<file path="src/rtl/lfsr_prbs_gen_if.sv">
// rtl/lfsr_prbs_gen_if.sv - control, PRBS word stream and status bundle for lfsr_prbs_gen
//
// Signals:
//   load       seed-load pulse (consumer/controller -> generator)
//   load_seed  seed captured on load
//   out_ready  consumer accepts out_data
//   out_valid  out_data holds a complete word
//   out_data   packed PRBS word, first-generated bit in the MSB
//   lfsr_state current LFSR register
//   wrap       pulse: sequence returned to the seed of record
//   seed_sub   pulse: a zero seed was replaced by SEED
// Modports: master = generator side, slave = controller/consumer side.
interface lfsr_prbs_gen_if #(
    parameter int WIDTH = 13,
    parameter int OUT_W = 1
);
    logic             load;
    logic [WIDTH-1:0] load_seed;
    logic             out_ready;
    logic             out_valid;
    logic [OUT_W-1:0] out_data;
    logic [WIDTH-1:0] lfsr_state;
    logic             wrap;
    logic             seed_sub;

    modport master (
        input  load, load_seed, out_ready,
        output out_valid, out_data, lfsr_state, wrap, seed_sub
    );

    modport slave (
        output load, load_seed, out_ready,
        input  out_valid, out_data, lfsr_state, wrap, seed_sub
    );
endinterface

</file>
<file path="src/rtl/lfsr_prbs_gen.sv">
// rtl/lfsr_prbs_gen.sv - parametrised Fibonacci LFSR PRBS generator with word packing and handshake
//
// Ports:
//   clk  rising-edge clock
//   rst  synchronous active-high reset
//   bus  lfsr_prbs_gen_if.master: load/load_seed, out_ready in;
//        out_valid/out_data, lfsr_state, wrap, seed_sub out
// The LFSR only advances when the output register can take a new bit, so a
// stalled consumer freezes the sequence and no generated bit is ever lost.
module lfsr_prbs_gen #(
    parameter int               WIDTH = 13,
    parameter logic [WIDTH-1:0] TAPS  = 13'h1C80,
    parameter logic [WIDTH-1:0] SEED  = 13'h0001,
    parameter int               OUT_W = 1
) (
    input  logic            clk,
    input  logic            rst,
    lfsr_prbs_gen_if.master bus
);
    if (SEED == '0) begin : g_seed_zero
        $error("lfsr_prbs_gen: SEED must be nonzero");
    end
    if (WIDTH < 2 || WIDTH > 32) begin : g_width_range
        $error("lfsr_prbs_gen: WIDTH must be 2..32");
    end
    if (OUT_W < 1 || OUT_W > WIDTH) begin : g_out_w_range
        $error("lfsr_prbs_gen: OUT_W must be 1..WIDTH");
    end

    localparam int               CNT_W    = (OUT_W > 1) ? $clog2(OUT_W) : 1;
    localparam logic [CNT_W-1:0] CNT_LAST = CNT_W'(OUT_W - 1);

    logic [WIDTH-1:0] state_q;
    logic [WIDTH-1:0] seed_rec_q;   // seed of record, reference for wrap
    logic [OUT_W-1:0] acc_q;
    logic [OUT_W-1:0] data_q;
    logic [CNT_W-1:0] cnt_q;
    logic             valid_q;
    logic             wrap_q;
    logic             sub_q;

    logic             fb;
    logic             shift_en;
    logic             word_done;
    logic [WIDTH-1:0] state_nx;
    logic [OUT_W-1:0] acc_nx;
    logic [WIDTH-1:0] load_val;

    always_comb begin
        fb        = ^(state_q & TAPS);
        state_nx  = {state_q[WIDTH-2:0], fb};
        // Truncating cast keeps the low OUT_W bits, which also covers OUT_W==1.
        acc_nx    = OUT_W'({acc_q, fb});
        // valid_q && !out_ready is the only stall condition.
        shift_en  = !valid_q || bus.out_ready;
        word_done = shift_en && (cnt_q == CNT_LAST);
        load_val  = (bus.load_seed == '0) ? SEED : bus.load_seed;
    end

    always_ff @(posedge clk) begin
        if (rst) begin
            state_q    <= SEED;
            seed_rec_q <= SEED;
            acc_q      <= '0;
            cnt_q      <= '0;
            valid_q    <= 1'b0;
            data_q     <= '0;
            wrap_q     <= 1'b0;
            sub_q      <= 1'b0;
        end else if (bus.load) begin
            // Any pending word is dropped, even if it is being accepted now.
            state_q    <= load_val;
            seed_rec_q <= load_val;
            sub_q      <= (bus.load_seed == '0);
            acc_q      <= '0;
            cnt_q      <= '0;
            valid_q    <= 1'b0;
            wrap_q     <= 1'b0;
        end else if (state_q == '0) begin
            // All-zero is a fixed point of the LFSR; recover to SEED.
            state_q    <= SEED;
            sub_q      <= 1'b1;
            wrap_q     <= 1'b0;
        end else begin
            sub_q  <= 1'b0;
            wrap_q <= shift_en && (state_nx == seed_rec_q);
            if (shift_en) begin
                state_q <= state_nx;
                acc_q   <= acc_nx;
                if (word_done) begin
                    data_q  <= acc_nx;
                    valid_q <= 1'b1;
                    cnt_q   <= '0;
                end else begin
                    cnt_q <= cnt_q + 1'b1;
                    // shift_en with valid_q set means the word was taken.
                    if (valid_q) begin
                        valid_q <= 1'b0;
                    end
                end
            end
        end
    end

    assign bus.out_valid  = valid_q;
    assign bus.out_data   = data_q;
    assign bus.lfsr_state = state_q;
    assign bus.wrap       = wrap_q;
    assign bus.seed_sub   = sub_q;
endmodule

</file>
<file path="src/flat_wrapper.sv">
// flat-port wrapper written by rule: the top's interface ports become plain ports
module lfsr_prbs_gen_flat 
#(
    parameter int               WIDTH = 13,
    parameter logic [WIDTH-1:0] TAPS  = 13'h1C80,
    parameter logic [WIDTH-1:0] SEED  = 13'h0001,
    parameter int               OUT_W = 1
)
  (clk, rst, bus_load, bus_load_seed, bus_out_ready, bus_out_valid, bus_out_data, bus_lfsr_state, bus_wrap, bus_seed_sub);
  lfsr_prbs_gen_if #(.WIDTH(WIDTH), .OUT_W(OUT_W)) bus_i ();
  input  logic clk;
  input  logic rst;
  input wire logic [$bits(bus_i.load)-1:0] bus_load;
  input wire logic [$bits(bus_i.load_seed)-1:0] bus_load_seed;
  input wire logic [$bits(bus_i.out_ready)-1:0] bus_out_ready;
  output wire logic [$bits(bus_i.out_valid)-1:0] bus_out_valid;
  output wire logic [$bits(bus_i.out_data)-1:0] bus_out_data;
  output wire logic [$bits(bus_i.lfsr_state)-1:0] bus_lfsr_state;
  output wire logic [$bits(bus_i.wrap)-1:0] bus_wrap;
  output wire logic [$bits(bus_i.seed_sub)-1:0] bus_seed_sub;
  assign bus_i.load = bus_load;
  assign bus_i.load_seed = bus_load_seed;
  assign bus_i.out_ready = bus_out_ready;
  assign bus_out_valid = bus_i.out_valid;
  assign bus_out_data = bus_i.out_data;
  assign bus_lfsr_state = bus_i.lfsr_state;
  assign bus_wrap = bus_i.wrap;
  assign bus_seed_sub = bus_i.seed_sub;
  lfsr_prbs_gen #(.WIDTH(WIDTH), .TAPS(TAPS), .SEED(SEED), .OUT_W(OUT_W)) u_core (.clk(clk), .rst(rst), .bus(bus_i));
endmodule
</file>
<file path="config.mk">
export PLATFORM = sky130hd
export DESIGN_NAME = lfsr_prbs_gen_flat
export DESIGN_NICKNAME = d
export VERILOG_FILES = /design/src/rtl/lfsr_prbs_gen_if.sv /design/src/rtl/lfsr_prbs_gen.sv /design/src/flat_wrapper.sv
export SDC_FILE = /design/constraint.sdc
export NUM_CORES = 1
export LEC_CHECK = 0
export ABC_AREA = 1
export ABC_CLOCK_PERIOD_IN_PS = 1200
export CORE_UTILIZATION = 33
export DETAILED_ROUTE_END_ITERATION = 8
export PLACE_DENSITY = 0.61
export SYNTH_ARGS = -nofsm -noshare
export SYNTH_HDL_FRONTEND = slang
export SYNTH_SLANG_ARGS = --single-unit
</file>
<file path="constraint.sdc">
create_clock -name clk -period 1.2 [get_ports clk]
set_input_delay 0.12 -clock clk [delete_from_list [all_inputs] [get_ports clk]]
set_output_delay 0.12 -clock clk [all_outputs]
set_load 0.005 [all_outputs]
</file>
==> summary.md <==
| Metric | Value |
|---|---|
| DRC viols | `0` |
| Largest net degree at the start of global routing | `15` |
| Layout cell share with drive strength beyond 1 | `31.8%` |
| H-tree Lvls | `2` |
| CORE AREA | `approximately 0.0051 sq mm` |
| Worst Hold Class | `input pin to flop` |
| Mux share of post-synthesis cell area | `0%` |
| Startpoint Class | `flop` |
| Cell taking the most area after synthesis | `dfxtp_1` |
| Outcome | `finished with violations` |
| 1st-iter DRT viols | `98` |
| CTS Buf Count | `5` |
| Clock slew at reported path FFs | `~0.07 ns` |
| Drt via density | `around 4.7` |
| GRT Util Overall | `around 22%` |
| Hold path startpoint | `bus_load_seed[4]` |
| Final WS setup | `-0.134 ns` |
| Max_cap viols | `0` |
| Commonest non-fill, non-tap cell in the layout | `nand2_1` |
| Vias in the first global route | `around 1900` |
| Total routed wirelength | `5480 microns` |
| R2r worst-path depth | `10` |
| Initial DRT Pass Iterations | `4` |
| Insertion delay to the later sink of the worst-skew pair | `just under 0.3 ns` |
| Synth Cell Area | `between 0.0015 and 0.002 sq mm` |
| CTS tree | `built` |
| Failing checks | `setup timing` |
| Post-route setup TNS | `-1.32 ns` |
| # diodes | `0` |
| Initial Util | `about 34%` |
| Die height | `between 70 and 80 microns` |
| FF+latch count, synth | `31` |
| CP Class | `flop to flop` |
| Synth Area in XOR/XNOR | `0.992%` |
| Wire length of the first global-routing pass | `8980 microns` |
| Reg2reg end | `u_core.bus.lfsr_state[8]` |
| Initial antenna violation count | `0` |
| RSZ-0062 raised after global routing | `yes` |
| Synth cell types | `25` |
| Most frequent cells in the layout | `nand2_1, buf_4, inv_1, nor2_1` |
| Worst Tran Pin Value | `0.261 ns` |
| DP Wirelength | `between 3000 and 4000 microns` |
| Area growth from synthesis to layout | `54.8%` |
| Global route overflow | `0` |
| Die area | `0.00565 sq mm` |
| Mapped Cells | `between 200 and 300` |
| Vias | `1985` |
| # port buffers | `33` |
| Power Total | `0.00300 W` |
| Final setup fails | `16` |
| CP arrival | `between 1.5 and 2 ns` |
| Crit-path max FO | `6` |
| Final Hold Fails | `0` |
| Hold Path Sink | `u_core.seed_rec_q[4]` |
| Clock buffer depth | `2` |
| Post-Synth Adder-Cell Area | `less than 1%` |
| Lkg Pwr | `roughly 1.3 nW` |
| Slew HR | `between 80 and 90%` |
| Pins Over Slew Limit | `0` |
| Post-DRT Antenna Nets | `0` |
| Simple-gate share of the synthesized area | `roughly two fifths` |
| Placement Rows | `26` |
| Worst Skew | `0.00783 ns` |
| Synth area leaders | `dfxtp_1, nand2_1, inv_1` |
| Area share of the largest cell type after synthesis | `35.2%` |
| Largest family of logic cells by synthesized area | `simple AND/OR/NAND/NOR gates` |
| Final period util | `111%` |
| Seq/Total Area, Yosys | `a little over a third` |
| Cell area power density | `1100 mW/mm^2` |
| Hold path depth | `3` |
| IO Count | `34` |
| Reg2reg setup slack | `-0.13 ns` |
| Routed len/inst | `13.1 microns` |
| Syn Nets | `289` |
| Root Buffer | `clkbuf_8` |
| RR Startpoint | `u_core.bus.lfsr_state[11]` |
| Synth warnings | `0` |
| Tmin final | `1.33 ns` |
| Post-synthesis compound-gate area fraction | `a little over a tenth` |
| Hold_buf cts | `0` |
| Die width | `75.1 microns` |
| Clock Sinks | `31` |
| Critical path required time | `roughly 1.4 ns` |
| Worst VDD drop | `approximately 0.61 mV` |
| Gpl congestion | `~0.82` |
| Nets | `roughly 370` |
| Peak Freq | `749 MHz` |
| Avg Inst Size Synth | `approximately 6.5 sq um` |
| Critical path capture point type | `flop` |
## worst max-delay path by stage
| stage | from | to | slack (ns) | cells after the start |
|---|---|---|---|---|
| 2_1_floorplan | u_core.bus.lfsr_state[11] | u_core.bus.lfsr_state[12] | -0.02 | 10 |
| 3_3_place_gp | bus_load | u_core.bus.wrap | -0.24 | 9 |
| 3_5_place_dp | bus_load | u_core.bus.wrap | -0.27 | 9 |
| 4_1_cts | u_core.bus.lfsr_state[11] | u_core.bus.lfsr_state[8] | -0.13 | 10 |
| 5_1_grt | u_core.bus.lfsr_state[11] | u_core.bus.lfsr_state[1] | -0.22 | 10 |
| 6_report | u_core.bus.lfsr_state[11] | u_core.bus.lfsr_state[8] | -0.13 | 10 |
## worst max-delay path, stage by stage (launching register included)
cell and delay [ns]:
dfxtp_2 0.32, inv_2 0.07, ha_4 0.14, nand3_4 0.06, nor2_4 0.11, nand2_4 0.12
buf_6 0.15, nand3_4 0.09, nand2_1 0.06, inv_1 0.06, nor2_2 0.04
## flip-flops by register name, indices dropped and copies added, names as in the netlist
| name | flops |
|---|---|
| u_core.bus.lfsr_state | 13 |
| u_core.bus.seed_sub | 1 |
| u_core.bus.out_data | 1 |
| u_core.bus.out_valid | 1 |
| u_core.seed_rec_q | 13 |
| u_core.cnt_q | 1 |
| u_core.bus.wrap | 1 |
## Yosys cell counts, drive strengths merged
master and instances:
a21oi 6, buf 8, clkbuf 2, clkinv 1, dfxtp 31, ha 1
inv 42, nand2 89, nand3 13, nand4 14, nor2 37, o211ai 1
o21a 10, o21ai 4, o22ai 9, or2 1, xnor2 2
## area by class of cell
class	count	area [sq um]
inverters	43	161
multi-input cells	188	1030
clock buffers	6	82.6
clock inverters	2	35.0
fillers	549	2410
repair buffers	79	697
well taps	70	87.6
flip-flops and latches	31	641
## where the power goes
part           internal [W]  switching [W]
registers           0.00110      0.0000343
logic              0.000373       0.000399
clock network      0.000672       0.000426
## repair_timing
action	CTS	global route
buffers inserted	3	1
gates cloned	3	0
setup endpoints to repair	34	17
pin swaps	11	5
hold endpoints to repair	0	0
resized for setup	52	5
## cell families after synthesis
family	after synthesis
flip-flops	31
AND/OR/NAND/NOR	154
AO/OA/AOI/OAI	30
buffers and inverters	53
XOR/XNOR	2
adder cells (fa/ha/maj)	1
## stage by stage
stage	instance area [sq um]	cells	setup slack (ns)	utilization [%]	hold WS, ns
after global routing	2730	419	-0.222	53.2	0.463
after CTS	2710	418	-0.135	52.8	0.435
after global placement	2450	405	-0.237	47.6	0.444
final	2730	419	-0.134	53.2	0.432
after detailed placement	2450	405	-0.272	47.6	0.455
after floorplan	1800	271	-0.0211	-	0.234
## per-layer routing
layer	wire length, microns	GRT usage (%)	up-vias	share of wire [%]
li1	-	-	1002	-
met1	2430	27.9	925	44
met2	2700	36.4	50	49
met3	266	3.61	8	4.9
met4	76	7.82	0	1.4
met5	0	0	-	0
Note: power is estimated with default switching activity, not from simulation.
